File: config.mk
export PLATFORM = sky130hd
export DESIGN_NAME = image_writer
export DESIGN_NICKNAME = d
export VERILOG_FILES = /design/src/rtl/image_writer.sv
export SDC_FILE = /design/constraint.sdc
export NUM_CORES = 1
export LEC_CHECK = 0
export CAP_MARGIN = 10
export CORE_MARGIN = 1
export CORE_UTILIZATION = 25
export CTS_BUF_LIST = sky130_fd_sc_hd__clkbuf_4
export CTS_CLUSTER_DIAMETER = 200
export DETAILED_ROUTE_END_ITERATION = 8
export PLACE_DENSITY_LB_ADDON = 0.05
export RECOVER_POWER = 25
export SLEW_MARGIN = 20
export SYNTH_ARGS = -nofsm -noshare
export SYNTH_HDL_FRONTEND = slang
export SYNTH_SLANG_ARGS = --single-unit
File: constraint.sdc
create_clock -name iclk -period 3.79 [get_ports iclk]
set_input_delay 0.758 -clock iclk [delete_from_list [all_inputs] [get_ports iclk]]
set_output_delay 0.758 -clock iclk [all_outputs]
set_load 0.005 [all_outputs]
File: src/rtl/image_writer.sv
// Streams bytes into an image RAM: one registered write per pixel, FRAME_LEN pixels per frame.
// Define IMAGE_WRITER_RLE_EN to decode (count, value) run-length pairs instead of raw pixels.
module image_writer #(
  parameter int FRAME_LEN = 64000,
  parameter int ADDR_W    = 16
) (
  input  logic              iclk,
  input  logic              irst_n,
  input  logic              istart,
  input  logic [7:0]        ipix,
  input  logic              ivalid,
  output logic              oready,
  output logic [ADDR_W-1:0] oaddr_wr,
  output logic [7:0]        odata,
  output logic              owr_en,
  output logic              obusy,
  output logic              odone,
  output logic              oerr
);

  localparam logic [ADDR_W-1:0] LAST = ADDR_W'(FRAME_LEN - 1);

`ifdef IMAGE_WRITER_RLE_EN
  typedef enum logic [1:0] {IDLE, LOAD, EXPAND, DONE} state_t;
`else
  typedef enum logic [1:0] {IDLE, LOAD, DONE} state_t;
`endif

  state_t            state, state_nx;
  logic [ADDR_W-1:0] cnt;
  logic              last_wr;
  logic              load_open;
  logic              accept;
`ifdef IMAGE_WRITER_RLE_EN
  logic [7:0]        run;
  logic              want_val;
`endif

  // The final write of the frame is on the bus: stop taking bytes this cycle.
  assign last_wr   = owr_en && (oaddr_wr == LAST);
  assign load_open = (state == LOAD) && !last_wr;
  assign accept    = ivalid && load_open;

  always_ff @(posedge iclk or negedge irst_n) begin
    if (!irst_n) state <= IDLE;
    else         state <= state_nx;
  end

  always_comb begin
    state_nx = state;
    oready   = 1'b0;
    obusy    = 1'b0;
    odone    = 1'b0;
    case (state)
      IDLE: begin
        if (istart) state_nx = LOAD;
      end
      LOAD: begin
        obusy  = 1'b1;
        oready = load_open;
        if (istart)       state_nx = LOAD;
        else if (last_wr) state_nx = DONE;
`ifdef IMAGE_WRITER_RLE_EN
        else if (accept && want_val && (run != 8'd0) && (cnt != LAST))
          state_nx = EXPAND;
`endif
      end
`ifdef IMAGE_WRITER_RLE_EN
      EXPAND: begin
        obusy = 1'b1;
        // Leaving on the frame end lets LOAD see last_wr and move to DONE.
        if (istart || (run == 8'd1) || (cnt == LAST)) state_nx = LOAD;
      end
`endif
      DONE: begin
        odone    = 1'b1;
        state_nx = istart ? LOAD : IDLE;
      end
      default: state_nx = IDLE;
    endcase
  end

  always_ff @(posedge iclk or negedge irst_n) begin
    if (!irst_n) begin
      cnt      <= '0;
      oaddr_wr <= '0;
      odata    <= '0;
      owr_en   <= 1'b0;
      oerr     <= 1'b0;
`ifdef IMAGE_WRITER_RLE_EN
      run      <= '0;
      want_val <= 1'b0;
`endif
    end else begin
      owr_en <= 1'b0;
      if (istart) begin
        // A start outside IDLE aborts a frame; any byte offered alongside is dropped.
        cnt  <= '0;
        oerr <= (state != IDLE);
`ifdef IMAGE_WRITER_RLE_EN
        run      <= '0;
        want_val <= 1'b0;
`endif
      end else if (accept) begin
`ifdef IMAGE_WRITER_RLE_EN
        if (!want_val) begin
          run      <= ipix;
          want_val <= 1'b1;
        end else begin
          want_val <= 1'b0;
          owr_en   <= 1'b1;
          oaddr_wr <= cnt;
          odata    <= ipix;
          cnt      <= cnt + ADDR_W'(1);
          if ((cnt == LAST) && (run != 8'd0)) oerr <= 1'b1;
        end
`else
        owr_en   <= 1'b1;
        oaddr_wr <= cnt;
        odata    <= ipix;
        cnt      <= cnt + ADDR_W'(1);
`endif
      end
`ifdef IMAGE_WRITER_RLE_EN
      else if (state == EXPAND) begin
        // odata still holds the run value; run counts the repeats left.
        owr_en   <= 1'b1;
        oaddr_wr <= cnt;
        cnt      <= cnt + ADDR_W'(1);
        run      <= run - 8'd1;
        if ((cnt == LAST) && (run > 8'd1)) oerr <= 1'b1;
      end
`endif
    end
  end

endmodule
==> metrics.md <==
| Metric | Value |
|---|---|
| Final Hold Fails | `0` |
| DR vias/cell | `4.538` |
| Vias after detailed routing | `1434` |
| Post-synthesis cell type count | `29` |
| Peak supply drop | `0.09010 mV` |
| Net count after synthesis | `179` |
| Antenna fix cells | `0` |
| Final antenna-violating net count | `0` |
| Most common cell in the netlist | `dfrtp_1` |
| DRT iter0 DRCs | `65` |
| Resize count post-CTS | `0` |
| Core area | `0.008175 sq mm` |
| Worst r2r dst | `odata[7]` |
| Yosys top cell area share | `0.5254` |
| Setup crit end kind | `output pin` |
| Longest Clk Path Bufs | `2` |
| Most common library cells after synthesis | `dfrtp_1, mux2_4, nor2_1, xnor2_1, nand2_1` |
| 1st-pass router iterations | `4` |
| Setup_tns | `0 ns` |
| Clock Pin Slew Worst Setup and Hold Paths | `0.13 ns` |
| Status | `finished with violations` |
| Fill cells | `842` |
| Sequential area share after synthesis | `0.5254` |
| Port bufs | `40` |
| Area of the die | `0.008753 sq mm` |
| Ports | `41` |
| Post-Synthesis Cells | `166` |
| Worst path required time | `3.03 ns` |
| Failing checks | `capacitance limit, slew limit` |
| Cell Pwr Density | `317.8 mW/mm^2` |
| Total GRT Usage | `0.1193` |
| Largest net degree at the start of global routing | `45` |
| Max_cap viols | `1` |
| Reg-to-reg startpoint | `oaddr_wr[2]` |
| Syn avg cell area | `12.63 sq um` |
| Routed len/inst | `14.79 um` |
| Die Span Y | `93.56 um` |
| Cell area after synthesis | `0.002096 sq mm` |
| Post-place setup slack | `0.9109 ns` |
| Site row count | `33` |
| CTS Buf Count | `5` |
| Worst Clk Skew | `0.01200 ns` |
| Clk root buf | `clkbuf_4` |
| Reg-to-reg setup timing slack | `1.44 ns` |
| Synth top area cells | `dfrtp_1, mux2_4, xnor2_1` |
| H-tree depth | `2` |
| Grt total ovfl | `0` |
| DP HPWL | `3.450 mm` |
| Die width | `93.56 um` |
| Critical Path AT | `2.05 ns` |
| # nets final | `223` |
| Crit share post-route | `0.7418` |
| WL final | `4.675 mm` |
| Number of global-route vias before repair | `1480` |
| Post-CTS Hold Fix Bufs | `0` |
| Initial Util | `0.2564` |
| Post-synth top area cell | `dfrtp_1` |
| Yosys warnings | `0` |
| Unrepaired setup endpoints after global routing | `false` |
| Tot Pwr | `838.2 uW` |
| Synth Register Bits | `44` |
| Pins Over Slew Limit | `45` |
| Number of clock sinks | `44` |
| CP startpoint kind | `flip-flop` |
| Worst Tran Pin Value | `2.385 ns` |
| Relative slew margins | `-0.5901` |
| P_leak | `1.089 nW` |
| Setup violations, final | `0` |
| Layout cells sized above 1 | `0.1848` |
| Synth-to-layout area growth | `25.85%` |
| Reg2reg path depth | `7` |
| Type of the worst setup path | `reg -> out` |
| Post-CTS Setup Inserts | `0` |
| CP Max Fanout | `9` |
| Global-route wire length before repair | `7.803 mm` |
| Crit path from | `oaddr_wr[10]` |
| Synth Flop Type | `dfrtp_1` |
| DRC viols | `0` |
| Hold_sp | `state[1]` |
| Worst-Skew Late Latency | `0.36 ns` |
| Hold Path End | `state[0]` |
| Hold crit path type | `reg -> reg` |
| Post-synth EDFFs | `0` |
| CTS tree | `built` |
| Final worst path period need | `2.811 ns` |
| Initial antenna violation count | `0` |
| Placer Congestion | `0.7526` |
| Post-synthesis async set-or-reset flop share | `1.000` |
| Setup ws final | `0.9785 ns` |
| FMAX | `0.3557 GHz` |
| Hold Crit Depth | `1` |
-- through the flow --
step	hold WS, ns	area (sq um)	utilization	std cells
floorplan	0.4500	2096	-	166
global placement	0.4663	2582	0.3159	308
detailed placement	0.4851	2582	0.3159	308
CTS	0.5159	2639	0.3228	316
global route	0.5375	2638	0.3226	316
finish	0.5125	2638	0.3226	316
-- how the worst max path moves through the flow --
stage,endpoint,slack [ns]
after floorplan,oaddr_wr[0],1.82
after global placement,oaddr_wr[15],0.96
after detailed placement,oaddr_wr[8],0.91
after CTS,oready,0.93
after global routing,oaddr_wr[13],0.73
final,oready,0.98
-- layout by cell type (no fill, tap or decap), drive strengths merged --
master          n
nand2b          1
nand4           5
mux2           25
nor4            1
clkdlybuf4s50  39
a21o            1
nor2b           3
ha              1
a21oi           8
nand4b          2
and2            1
and4            2
and3            4
a211oi          4
nor2           17
clkinv          1
buf             3
mux2i           1
a2111oi         7
dfrtp          44
xnor2          12
nand3           6
nor3            2
a31o            1
clkbuf          8
nand2           8
inv             4
-- power by group --
| group | switching [mW] | internal [mW] | leakage [nW] |
|---|---|---|---|
| Clock | 0.147 | 0.0859 | 0.0338 |
| Sequential | 0.0140 | 0.489 | 0.582 |
| Combinational | 0.0389 | 0.0637 | 0.472 |
| Total | 0.200 | 0.638 | 1.09 |
-- flip-flops by register name, summed over array words and instances (netlist names) --
| register | cells |
|---|---|
| owr_en | 1 |
| oerr | 1 |
| odata | 8 |
| state | 2 |
| cnt | 16 |
| oaddr_wr | 16 |
-- layer usage --
metal / part of all wire / track usage
met5: 0 / 0
met3: 0.041 / 0.02846
met1: 0.47 / 0.1561
met2: 0.47 / 0.1936
met4: 0.014 / 0.03846
-- cell type report --
type,count,area [sq um],share of cell area
Clock buffer,7,52.55,0.01992
Clock inverter,1,3.754,0.001423
Inverter,4,15.01,0.005693
Multi-Input combinational cell,112,917.1,0.3477
Sequential cell,44,1101,0.4175
Tap cell,105,131.4,0.04981
Timing Repair Buffer,43,416.7,0.1580
-- critical path, stage by stage, from the launching register on --
cell and delay [ns]:
dfrtp_1 0.42, nand4b_1 0.28, nor4_4 0.26, buf_4 0.21, a21oi_1 0.08, clkdlybuf4s50_1 0.46
-- logic make-up after synthesis --
family	Yosys count	share of synthesized area
XOR/XNOR	12	0.05015
flip-flops	44	0.5254
adder cells (fa/ha/maj)	1	0.005969
multiplexers	26	0.1731
AO/OA/AOI/OAI	21	0.07224
AND/OR/NAND/NOR	52	0.1361
buffers and inverters	10	0.03701
Power figures use the tool's default switching activity.
